<file path="src/rtl/fakeram7_bist_pkg.sv">
// Shared types for the fakeram7 dual-port March C- BIST: FSM states,
// march element encoding and the per-element operation table.
package fakeram7_bist_pkg;

  localparam int FAIL_ELEM_W = 3;

  typedef enum logic [1:0] {
    S_IDLE  = 2'd0,
    S_RUN   = 2'd1,
    S_DRAIN = 2'd2,
    S_DONE  = 2'd3
  } bist_state_t;

  typedef enum logic [FAIL_ELEM_W-1:0] {
    E0 = 3'd0,  // up(w0)
    E1 = 3'd1,  // up(r0,w1)
    E2 = 3'd2,  // up(r1,w0)
    E3 = 3'd3,  // down(r0,w1)
    E4 = 3'd4,  // down(r1,w0)
    E5 = 3'd5   // up(r0)
  } march_elem_t;

  // What one march element does at each address.
  typedef struct packed {
    logic       down;    // walk addresses from top to bottom
    logic       has_rd;  // element starts with a read
    logic       rd_val;  // background expected on that read
    logic       has_wr;  // element performs a write
    logic       wr_val;  // background written
    logic [1:0] ops;     // operations per address (1 or 2)
  } elem_info_t;

  // Only E3 and E4 descend; the order-free elements run ascending.
  function automatic logic elem_dir_down(input march_elem_t e);
    return (e == E3) || (e == E4);
  endfunction

  function automatic elem_info_t elem_info(input march_elem_t e);
    elem_info_t info;
    info      = '0;
    info.down = elem_dir_down(e);
    case (e)
      E0: begin info.has_wr = 1'b1; info.wr_val = 1'b0; info.ops = 2'd1; end
      E1: begin info.has_rd = 1'b1; info.rd_val = 1'b0;
                info.has_wr = 1'b1; info.wr_val = 1'b1; info.ops = 2'd2; end
      E2: begin info.has_rd = 1'b1; info.rd_val = 1'b1;
                info.has_wr = 1'b1; info.wr_val = 1'b0; info.ops = 2'd2; end
      E3: begin info.has_rd = 1'b1; info.rd_val = 1'b0;
                info.has_wr = 1'b1; info.wr_val = 1'b1; info.ops = 2'd2; end
      E4: begin info.has_rd = 1'b1; info.rd_val = 1'b1;
                info.has_wr = 1'b1; info.wr_val = 1'b0; info.ops = 2'd2; end
      E5: begin info.has_rd = 1'b1; info.rd_val = 1'b0; info.ops = 2'd1; end
      default: info = '0;
    endcase
    return info;
  endfunction

endpackage

</file>
<file path="src/rtl/fakeram7_bist_addrgen.sv">
// Up/down address counter for the march walk. Load has priority over
// counting; tc flags the last address in the current direction so the
// controller can change element instead of wrapping.
module fakeram7_bist_addrgen
  import fakeram7_bist_pkg::*;
#(
  parameter int                    ADDR_WIDTH = 9,
  parameter logic [ADDR_WIDTH-1:0] LAST_ADDR  = '1
) (
  input  logic                  clk,
  input  logic                  reset,
  input  logic                  load,
  input  logic [ADDR_WIDTH-1:0] load_val,
  input  logic                  en,
  input  logic                  down,
  output logic [ADDR_WIDTH-1:0] addr,
  output logic                  tc
);

  localparam logic [ADDR_WIDTH-1:0] ONE = ADDR_WIDTH'(1);

  logic [ADDR_WIDTH-1:0] addr_reg;

  // Address register: reset to 0, load a start address, or step one word.
  always_ff @(posedge clk) begin
    if (reset) begin
      addr_reg <= '0;
    end else if (load) begin
      addr_reg <= load_val;
    end else if (en) begin
      addr_reg <= down ? (addr_reg - ONE) : (addr_reg + ONE);
    end
  end

  assign addr = addr_reg;
  assign tc   = down ? (addr_reg == '0) : (addr_reg == LAST_ADDR);

endmodule

</file>
<file path="src/rtl/fakeram7_dp_bist.sv">
// March C- BIST controller for a dual-port fakeram7 macro. Port A is
// tested completely, then port B, one RAM operation per cycle. Read
// data returns one cycle after issue and is checked against a one-deep
// expected-data pipeline; the first miscompare of a run is recorded.
module fakeram7_dp_bist
  import fakeram7_bist_pkg::*;
#(
  parameter int BITS       = 32,
  parameter int WORD_DEPTH = 512,
  parameter int ADDR_WIDTH = 9
) (
  input  logic                   clk,
  input  logic                   reset,
  input  logic                   start,
  output logic                   busy,
  output logic                   done,
  output logic                   fail,
  output logic [ADDR_WIDTH-1:0]  fail_addr,
  output logic                   fail_port,
  output logic [FAIL_ELEM_W-1:0] fail_elem,
  output logic [ADDR_WIDTH-1:0]  ram_addr_A,
  output logic [ADDR_WIDTH-1:0]  ram_addr_B,
  output logic                   ram_we_A,
  output logic                   ram_we_B,
  output logic [BITS-1:0]        ram_wd_A,
  output logic [BITS-1:0]        ram_wd_B,
  output logic [BITS-1:0]        ram_mask_A,
  output logic [BITS-1:0]        ram_mask_B,
  output logic                   ram_ce,
  input  logic [BITS-1:0]        ram_rd_A,
  input  logic [BITS-1:0]        ram_rd_B
);

  localparam logic [ADDR_WIDTH-1:0] LAST_ADDR = ADDR_WIDTH'(WORD_DEPTH - 1);

  bist_state_t state_reg;
  logic        pass_reg;   // 0 = port A, 1 = port B
  march_elem_t elem_reg;
  logic        phase_reg;  // within a read-write element: 0 = read, 1 = write

  logic                   done_reg;
  logic                   fail_reg;
  logic [ADDR_WIDTH-1:0]  fail_addr_reg;
  logic                   fail_port_reg;
  logic [FAIL_ELEM_W-1:0] fail_elem_reg;

  logic                  cmp_valid_reg;
  logic [BITS-1:0]       cmp_exp_reg;
  logic [ADDR_WIDTH-1:0] cmp_addr_reg;
  march_elem_t           cmp_elem_reg;
  logic                  cmp_port_reg;

  elem_info_t            cur;
  march_elem_t           nxt_elem;
  logic [ADDR_WIDTH-1:0] cur_addr;
  logic [ADDR_WIDTH-1:0] load_val;
  logic                  addr_tc;
  logic                  run;
  logic                  start_ok;
  logic                  issue_rd;
  logic                  issue_wr;
  logic                  last_op;
  logic                  step;
  logic                  elem_end;
  logic                  pass_end;
  logic                  miscmp;
  logic [BITS-1:0]       rd_sel;

  assign cur      = elem_info(elem_reg);
  assign run      = (state_reg == S_RUN);
  assign start_ok = start && ((state_reg == S_IDLE) || (state_reg == S_DONE));

  // A read-write element reads in phase 0 and writes the same word in
  // phase 1, so a read and a write never share a cycle.
  assign issue_rd = run && cur.has_rd && !phase_reg;
  assign issue_wr = run && cur.has_wr && !(cur.has_rd && !phase_reg);
  assign last_op  = (cur.ops == 2'd1) || phase_reg;
  assign step     = run && last_op;
  assign elem_end = step && addr_tc;
  assign pass_end = elem_end && (elem_reg == E5);

  assign nxt_elem = (elem_reg == E5) ? E0 : march_elem_t'(elem_reg + 3'd1);
  assign load_val = (!start_ok && elem_dir_down(nxt_elem)) ? LAST_ADDR : '0;

  fakeram7_bist_addrgen #(
    .ADDR_WIDTH (ADDR_WIDTH),
    .LAST_ADDR  (LAST_ADDR)
  ) u_addrgen (
    .clk      (clk),
    .reset    (reset),
    .load     (start_ok || elem_end),
    .load_val (load_val),
    .en       (step && !addr_tc),
    .down     (cur.down),
    .addr     (cur_addr),
    .tc       (addr_tc)
  );

  // Sequencer: FSM state plus pass / element / phase position.
  always_ff @(posedge clk) begin
    if (reset) begin
      state_reg <= S_IDLE;
      pass_reg  <= 1'b0;
      elem_reg  <= E0;
      phase_reg <= 1'b0;
    end else begin
      case (state_reg)
        S_IDLE, S_DONE: begin
          if (start_ok) begin
            state_reg <= S_RUN;
            pass_reg  <= 1'b0;
            elem_reg  <= E0;
            phase_reg <= 1'b0;
          end
        end
        S_RUN: begin
          phase_reg <= (cur.ops == 2'd2) && !phase_reg;
          if (elem_end) begin
            elem_reg <= nxt_elem;
          end
          // Port A's last read flows straight into port B's first write.
          if (pass_end) begin
            if (pass_reg) begin
              state_reg <= S_DRAIN;
            end else begin
              pass_reg <= 1'b1;
            end
          end
        end
        S_DRAIN: state_reg <= S_DONE;
        default: state_reg <= S_IDLE;
      endcase
    end
  end

  assign rd_sel = cmp_port_reg ? ram_rd_B : ram_rd_A;
  assign miscmp = cmp_valid_reg && (rd_sel != cmp_exp_reg);

  // Compare pipeline and sticky result flags; only the first miscompare
  // of a run captures its location.
  always_ff @(posedge clk) begin
    if (reset) begin
      cmp_valid_reg <= 1'b0;
      cmp_exp_reg   <= '0;
      cmp_addr_reg  <= '0;
      cmp_elem_reg  <= E0;
      cmp_port_reg  <= 1'b0;
      done_reg      <= 1'b0;
      fail_reg      <= 1'b0;
      fail_addr_reg <= '0;
      fail_port_reg <= 1'b0;
      fail_elem_reg <= '0;
    end else begin
      cmp_valid_reg <= issue_rd;
      if (issue_rd) begin
        cmp_exp_reg  <= {BITS{cur.rd_val}};
        cmp_addr_reg <= cur_addr;
        cmp_elem_reg <= elem_reg;
        cmp_port_reg <= pass_reg;
      end
      if (start_ok) begin
        done_reg      <= 1'b0;
        fail_reg      <= 1'b0;
        fail_addr_reg <= '0;
        fail_port_reg <= 1'b0;
        fail_elem_reg <= '0;
      end else begin
        if (miscmp && !fail_reg) begin
          fail_reg      <= 1'b1;
          fail_addr_reg <= cmp_addr_reg;
          fail_port_reg <= cmp_port_reg;
          fail_elem_reg <= cmp_elem_reg;
        end
        if (state_reg == S_DRAIN) begin
          done_reg <= 1'b1;
        end
      end
    end
  end

  assign busy      = (state_reg == S_RUN) || (state_reg == S_DRAIN);
  assign done      = done_reg;
  assign fail      = fail_reg;
  assign fail_addr = fail_addr_reg;
  assign fail_port = fail_port_reg;
  assign fail_elem = fail_elem_reg;
  assign ram_ce    = busy;

  // The port not under test is held fully quiet.
  assign ram_addr_A = (run && !pass_reg) ? cur_addr : '0;
  assign ram_addr_B = (run &&  pass_reg) ? cur_addr : '0;
  assign ram_we_A   = issue_wr && !pass_reg;
  assign ram_we_B   = issue_wr &&  pass_reg;
  assign ram_wd_A   = ram_we_A ? {BITS{cur.wr_val}} : '0;
  assign ram_wd_B   = ram_we_B ? {BITS{cur.wr_val}} : '0;
  assign ram_mask_A = ram_we_A ? '1 : '0;
  assign ram_mask_B = ram_we_B ? '1 : '0;

endmodule

</file>
<file path="config.mk">
export PLATFORM = sky130hd
export DESIGN_NAME = fakeram7_dp_bist
export DESIGN_NICKNAME = d
export VERILOG_FILES = /design/src/rtl/fakeram7_bist_pkg.sv /design/src/rtl/fakeram7_bist_addrgen.sv /design/src/rtl/fakeram7_dp_bist.sv
export SDC_FILE = /design/constraint.sdc
export NUM_CORES = 1
export LEC_CHECK = 0
export ABC_CLOCK_PERIOD_IN_PS = 9000
export CAP_MARGIN = 15
export CORE_MARGIN = 1
export CORE_UTILIZATION = 37
export CTS_CLUSTER_SIZE = 14
export DETAILED_ROUTE_END_ITERATION = 10
export HOLD_SLACK_MARGIN = 0.05
export PLACE_DENSITY = 0.84
export SYNTH_ARGS = -nofsm -noshare
export SYNTH_HDL_FRONTEND = slang
export SYNTH_SLANG_ARGS = --single-unit
export TNS_END_PERCENT = 1
</file>
<file path="constraint.sdc">
create_clock -name clk -period 9 [get_ports clk]
set_input_delay 1.8 -clock clk [delete_from_list [all_inputs] [get_ports clk]]
set_output_delay 1.8 -clock clk [all_outputs]
set_load 0.05 [all_outputs]
</file>
==> metrics.md, run 1 <==
| Metric | Value |
|---|---|
| Combinational power share | 67.8% |
| CP Capture Type | primary output |
| Most frequent cells in the layout | clkdlybuf4s50_1 (231), dfxtp_1 (46), nor2_1 (45) |
| Main synth FF type | dfxtp_1 |
| Worst-path clk slew | 0.08 ns |
| Post-cts hold buffer count | 0 |
| Area Overhead vs Synth | 41.0% |
| Seq pwr share | 21.2% |
| Yosys warnings | 0 |
| Final WL | 10400 um |
| # nets final | 685 |
| Worst endpoint required time | 7.20 ns |
| Area taken by multi-input logic gates | 1740 um2 |
| Kind of critical path | flop to primary output |
| R2R Setup Slk | 5.89 ns |
| Synth cell types | 49 |
| Length of the first detailed-routing pass in iterations | 5 |
| Post-Syn Instances | 513 |
| Fillers | 881 |
| Hold EP | fail_addr[6] |
| Antenna violations before repair | 0 |
| Row Count | 36 |
| HPWL after detailed placement | 7970 um |
| RSZ-0062 raised after global routing | no |
| GRT Overall Usage | 18.1% |
| Pleak | 1.84 nW |
| Clk buf depth | 2 |
| I/O Buffers | 231 |
| Period utilisation layout | 57.5% |
| IO Pins | 232 |
| Die width | 103 um |
| Final Skew | 0.0103 ns |
| Maximum VDD drop | 0.192 mV |
| First-pass GRT wire length | 15400 um |
| Fin. max-slew vios | 0 |
| Synth async-reset ratio | 0% |
| Htree depth | 2 |
| Commonest non-fill, non-tap cell in the layout | clkdlybuf4s50_1 |
| R2r worst-path depth | 10 |
| PD cells | 219 nW/um2 |
| Post-CTS Setup Bufs | 0 |
| Hold Violations, Final | 0 |
| Avg Synthesized Cell Area | 7.38 um2 |
| CTS tree | yes |
| P_int | 0.000528 W |
| Die area | 10600 um2 |
| DRC | 0 |
| Utilization after layout | 54.1% |
| Sw Share | 54.8% |
| Global route overflow | 0 |
| Routed WL per cell | 14.1 um |
| CTS buffer count | 5 |
| Maxcap violations | 0 |
| Cell area after synthesis | 3780 um2 |
| Setup crit start kind | flop |
| Seq cells post-synth | 46 |
| Antenna viol nets, final | 0 |
| Via density | 5.17 |
| Fraction of layout cells with a size suffix above 1 | 3.13% |
| Max stage delay on crit path | 0.97 ns |
| NetSw | 0.000640 W |
| CTS root buf | clkbuf_8 |
| Worst hold path depth | 2 |
| Vias in the first global route | 3296 |
| CP delay by family, top | buffers and inverters |
| Hold path start | fail_addr[6] |
| PostCTS Resize Cnt | 0 |
| Setup TNS | 0 ns |
| Final min period | 5.17 ns |
| Largest net degree at the start of global routing | 35 |
| Worst reg2reg path endpoint | u_addrgen.addr[8] |
| Core area | 9860 um2 |
| Setup violators final | 0 |
| Initial DRC count | 152 |
| Cell at the slowest stage of the critical path | clkdlybuf4s50_1 |
| Via count | 3823 |
| Register Area | 921 um2 |
| Worst EP arrival | 3.37 ns |
| Buf/Inv on CP | 2 |
| Skew-Pair Late Insertion Delay | 0.30 ns |
| GPL Wtd Cong | 0.866 |
| Post-synth EDFFs | 0 |
| Crit Path Max Fanout | 32 |
| Clk network pwr share | 11.0% |
| Achievable frequency | 193 MHz |
| Seq/Total Area, Yosys | 24.3% |
| Slew headroom | 35.7% |
| Status | completed |
| Synthesized net count | 592 |
| Starting Density | 38.4% |
| Cells along the critical path | nand2_1 -> inv_1 -> ha_1 -> a22oi_1 -> o21ai_0 -> o211ai_1 -> nor2_2 -> clkdlybuf4s50_1 |
| Slew @ Worst Pin | 0.962 ns |
| DIE HEIGHT | 103 um |
| Clock Sinks | 46 |
| N_diodes | 0 |
| FF-to-FF Start | elem_reg[2] |
| Worst min path class | flop to flop |
-- worst min-delay path: cells and delay by family, from the launching register on --
kind	cells	cell delay, ns
AO/OA/AOI/OAI	1	0.05
flip-flops	1	0.32
AND/OR/NAND/NOR	1	0.05
-- routing by layer --
| metal | vias to the layer above | GRT usage, % | part of all wire [%] |
|---|---|---|---|
| met5 | - | 0 | 0 |
| met4 | 0 | 9.97 | 4.3 |
| met3 | 40 | 3.59 | 6.9 |
| met2 | 184 | 32.3 | 49 |
| met1 | 1749 | 20.1 | 40 |
| li1 | 1850 | - | - |
-- power groups by stage --
| stage | Clock, W | Sequential (W) | Combinational [W] |
|---|---|---|---|
| after floorplan | 0 | 0.000246 | 0.000650 |
| after CTS | 0.000132 | 0.000246 | 0.000793 |
| final | 0.000129 | 0.000247 | 0.000792 |
| after global routing | 0.000142 | 0.000251 | 0.000840 |
| after global placement | 0 | 0.000250 | 0.000778 |
| after detailed placement | 0 | 0.000251 | 0.000790 |
-- kinds of logic after synthesis --
logic type,share of synthesized area [%]
compound gates,13.5
xor+xnor,1.62
fa+ha+maj,4.17
buf+inv,29.7
flops,24.3
mux,0.794
simple gates,26.0
-- layout make-up --
type / count / share of cell area [%]
Timing Repair Buffer: 234 / 43.8
Inverter: 21 / 1.48
Tap cell: 133 / 3.12
Multi-Input combinational cell: 298 / 32.7
Clock buffer: 5 / 1.29
Sequential cell: 46 / 17.3
Clock inverter: 3 / 0.445
-- worst max path at each step --
stage / from / to / slack, ns / cells past startpoint
6_report: elem_reg[1] / ram_wd_B[18] / 3.83 / 8
3_3_place_gp: elem_reg[1] / ram_wd_B[0] / 4.36 / 8
4_1_cts: elem_reg[1] / ram_wd_B[18] / 3.82 / 8
5_1_grt: elem_reg[1] / ram_wd_B[22] / 3.42 / 8
3_5_place_dp: elem_reg[1] / ram_wd_B[18] / 4.12 / 8
2_1_floorplan: elem_reg[1] / ram_wd_A[10] / 3.94 / 9
-- cell usage after synthesis, types with 2 or more instances --
cell      instances  area share (%)
nor2_1           46             4.6
and3_1            3            0.50
xor2_1            2            0.46
dfxtp_1          46              24
nand4_1          23             3.8
clkbuf_1         16             1.6
o21ai_1          10             1.3
nor4_1            9             1.5
nor3_1           35             4.6
o21ai_0          10             1.3
nand3b_1          3            0.60
ha_1             11             3.6
mux2i_1           3            0.79
buf_2             3            0.40
nand2_1          39             3.9
a22oi_1           2            0.40
inv_1            21             2.1
or4_1             5            0.99
nand3_1          20             2.6
o211ai_1          2            0.40
xnor2_1           5             1.2
o31ai_1           3            0.60
a21oi_1          24             3.2
a31oi_1           3            0.50
a221oi_1          9             2.1
or3_1             7             1.2
nand2b_1          4            0.66
o21a_1            2            0.40
buf_4           127              25
-- metrics by stage --
stage                     setup WS, ns  instance area (um2)  std cells  power [W]  hold WS (ns)
after floorplan                   3.94                 3780        513   0.000896         0.440
after global placement            4.36                 5240        732    0.00103         0.440
after detailed placement          4.12                 5240        732    0.00104         0.443
after CTS                         3.82                 5340        740    0.00117         0.455
after global routing              3.42                 5340        740    0.00123         0.469
final                             3.83                 5340        740    0.00117         0.454
Note: power is estimated with default switching activity, not from simulation.
==> inputs of run 2 (changes only) <==
Settings changed: ABC_CLOCK_PERIOD_IN_PS 9000 to 4200, CORE_UTILIZATION 37 to 34, PLACE_DENSITY 0.84 to 0.82.
Clock period 9 ns to 4.2 ns, I/O delays scaled along.
==> metrics.md, run 2 (same netlist as run 1, synthesis figures left out) <==
| Metric | Value |
|---|---|
| Setup crit start kind | flop (unchanged) |
| First-pass GRT wire length | 15800 um (was 15400 um) |
| Buf/Inv on CP | 3 (was 2) |
| Max stage delay on crit path | 0.87 ns (was 0.97 ns) |
| Achievable frequency | 266 MHz |
| I/O Buffers | 231 (unchanged) |
| Vias in the first global route | 3380 (was 3296) |
| Die width | 107 um (was 103 um) |
| Post-CTS Setup Bufs | 0 (unchanged) |
| Slew headroom | 38.3% (was 35.7%) |
| Starting Density | 34.9% (was 38.4%) |
| Antenna viol nets, final | 0 (unchanged) |
| N_diodes | 0 (unchanged) |
| CTS tree | yes (unchanged) |
| Routed WL per cell | 13.7 um (was 14.1 um) |
| Pleak | 1.86 nW (was 1.84 nW) |
| Commonest non-fill, non-tap cell in the layout | clkdlybuf4s50_1 (unchanged) |
| Via density | 4.97 (was 5.17) |
| Hold Violations, Final | 0 (unchanged) |
| Final WL | 10300 um (was 10400 um) |
| Maximum VDD drop | 0.607 mV (was 0.192 mV) |
| Fin. max-slew vios | 0 (unchanged) |
| Maxcap violations | 0 (unchanged) |
| Most frequent cells in the layout | clkdlybuf4s50_1 (231), dfxtp_1 (46), nor2_1 (44) (was clkdlybuf4s50_1 (231), dfxtp_1 (46), nor2_1 (45)) |
| Worst hold margin | 0.452 ns (was 0.454 ns) |
| Clk buf depth | 2 (unchanged) |
| CTS buffer count | 5 (unchanged) |
| DIE HEIGHT | 107 um (was 103 um) |
| Worst hold path depth | 2 (unchanged) |
| Antenna violations before repair | 0 (unchanged) |
| CP startpoint | elem_reg[1] (unchanged) |
| R2R Setup Slk | 1.09 ns (was 5.89 ns) |
| R2r worst-path depth | 9 (was 10) |
| GRT Overall Usage | 16.7% (was 18.1%) |
| Fin area | 5370 um2 (was 5340 um2) |
| Kind of critical path | flop to primary output (unchanged) |
| Skew-Pair Late Insertion Delay | 0.31 ns (was 0.30 ns) |
| Period utilisation layout | 89.5% |
| Largest net degree at the start of global routing | 34 (was 35) |
| PD cells | 468 nW/um2 (was 219 nW/um2) |
| CTS root buf | clkbuf_8 (unchanged) |
| Crit Path Max Fanout | 32 (unchanged) |
| IO Pins | 232 (unchanged) |
| Hold EP | fail_addr[1] (was fail_addr[6]) |
| Die area | 11600 um2 (was 10600 um2) |
| Initial DRC count | 225 (was 152) |
| Worst EP arrival | 2.92 ns (was 3.37 ns) |
| Worst reg2reg path endpoint | u_addrgen.addr[7] (was u_addrgen.addr[8]) |
| Area Overhead vs Synth | 41.9% (was 41.0%) |
| Cells along the critical path | nand2_1 -> inv_1 -> ha_1 -> a22oi_1 -> o21ai_0 -> o211ai_1 -> nor2_2 -> buf_4 -> clkdlybuf4s50_1 (was nand2_1 -> inv_1 -> ha_1 -> a22oi_1 -> o21ai_0 -> o211ai_1 -> nor2_2 -> clkdlybuf4s50_1) |
| GPL Wtd Cong | 0.861 (was 0.866) |
| PostCTS Resize Cnt | 0 (unchanged) |
| Slew @ Worst Pin | 0.923 ns (was 0.962 ns) |
| Post-cts hold buffer count | 0 (unchanged) |
| CP delay by family, top | buffers and inverters (unchanged) |
| Worst endpoint required time | 3.36 ns (was 7.20 ns) |
| Cell at the slowest stage of the critical path | clkdlybuf4s50_1 (unchanged) |
| CP Capture Type | primary output (unchanged) |
| Fraction of layout cells with a size suffix above 1 | 3.77% (was 3.13%) |
| Status | completed (unchanged) |
| Setup TNS | 0 ns (unchanged) |
| Placed cell areas | 5280 um2 (was 5240 um2) |
| Worst-path clk slew | 0.10 ns (was 0.08 ns) |
| Hold path start | fail_addr[1] (was fail_addr[6]) |
| HPWL after detailed placement | 8030 um (was 7970 um) |
| FF-to-FF Start | elem_reg[2] (unchanged) |
| Htree depth | 2 (unchanged) |
| Core area | 10800 um2 (was 9860 um2) |
| RSZ-0062 raised after global routing | no (unchanged) |
| Final min period | 3.76 ns |
| Worst min path class | flop to flop (unchanged) |
| Length of the first detailed-routing pass in iterations | 4 (was 5) |
| Global route overflow | 0 (unchanged) |
| Row Count | 38 (was 36) |
| # nets final | 688 (was 685) |
| Setup violators final | 0 (unchanged) |
| Clock Sinks | 46 (unchanged) |
| Final Skew | 0.0104 ns (was 0.0103 ns) |
| Via count | 3730 (was 3823) |
| DRC | 0 (unchanged) |
-- run 2: power by group --
group          leakage [nW]  internal (W)  switching (W)
clock                0.0408      0.000119       0.000162
sequential            0.373      0.000481      0.0000496
combinational          1.44      0.000536        0.00117
-- run 2: metrics by stage --
step	utilization, %	worst slack, ns	cells	power, W
2_1_floorplan	-	0.103	513	0.00192
3_3_place_gp	48.7	0.906	742	0.00221
3_5_place_dp	48.7	0.771	742	0.00224
5_1_grt	49.5	0.168	750	0.00264
6_report	49.5	0.442	750	0.00252
4_1_cts	49.5	0.420	750	0.00252
-- run 2: final cells by class --
class | instances | area (um2)
clock buffers | 5 | 68.8
multi-input cells | 298 | 1750
inverters | 21 | 78.8
fillers | 1027 | 5470
flip-flops and latches | 46 | 921
clock inverters | 3 | 23.8
well taps | 140 | 175
repair buffers | 237 | 2360
-- run 2: worst max path at each step --
stage	end	slack, ns	cells past startpoint
finish	ram_wd_A[29]	0.44	9
global route	ram_wd_A[14]	0.17	9
CTS	ram_wd_A[29]	0.42	9
detailed placement	ram_wd_A[29]	0.77	9
global placement	ram_wd_A[28]	0.91	9
floorplan	ram_wd_A[10]	0.10	9
-- run 2: worst min-delay path: cells and delay by family (launching register included) --
kind | cells | cell delay, ns
flip-flops | 1 | 0.32
AO/OA/AOI/OAI | 1 | 0.05
AND/OR/NAND/NOR | 1 | 0.05
-- run 2: routing by layer --
metal / GRT usage, % / wire length (um) / part of all wire, % / up-vias
met5: 0 / 0 / 0 / -
met4: 5.68 / 221 / 2.2 / 0
met3: 2.24 / 612 / 6.0 / 19
met2: 31.8 / 5210 / 51 / 165
met1: 18.8 / 4220 / 41 / 1690
li1: - / - / - / 1856
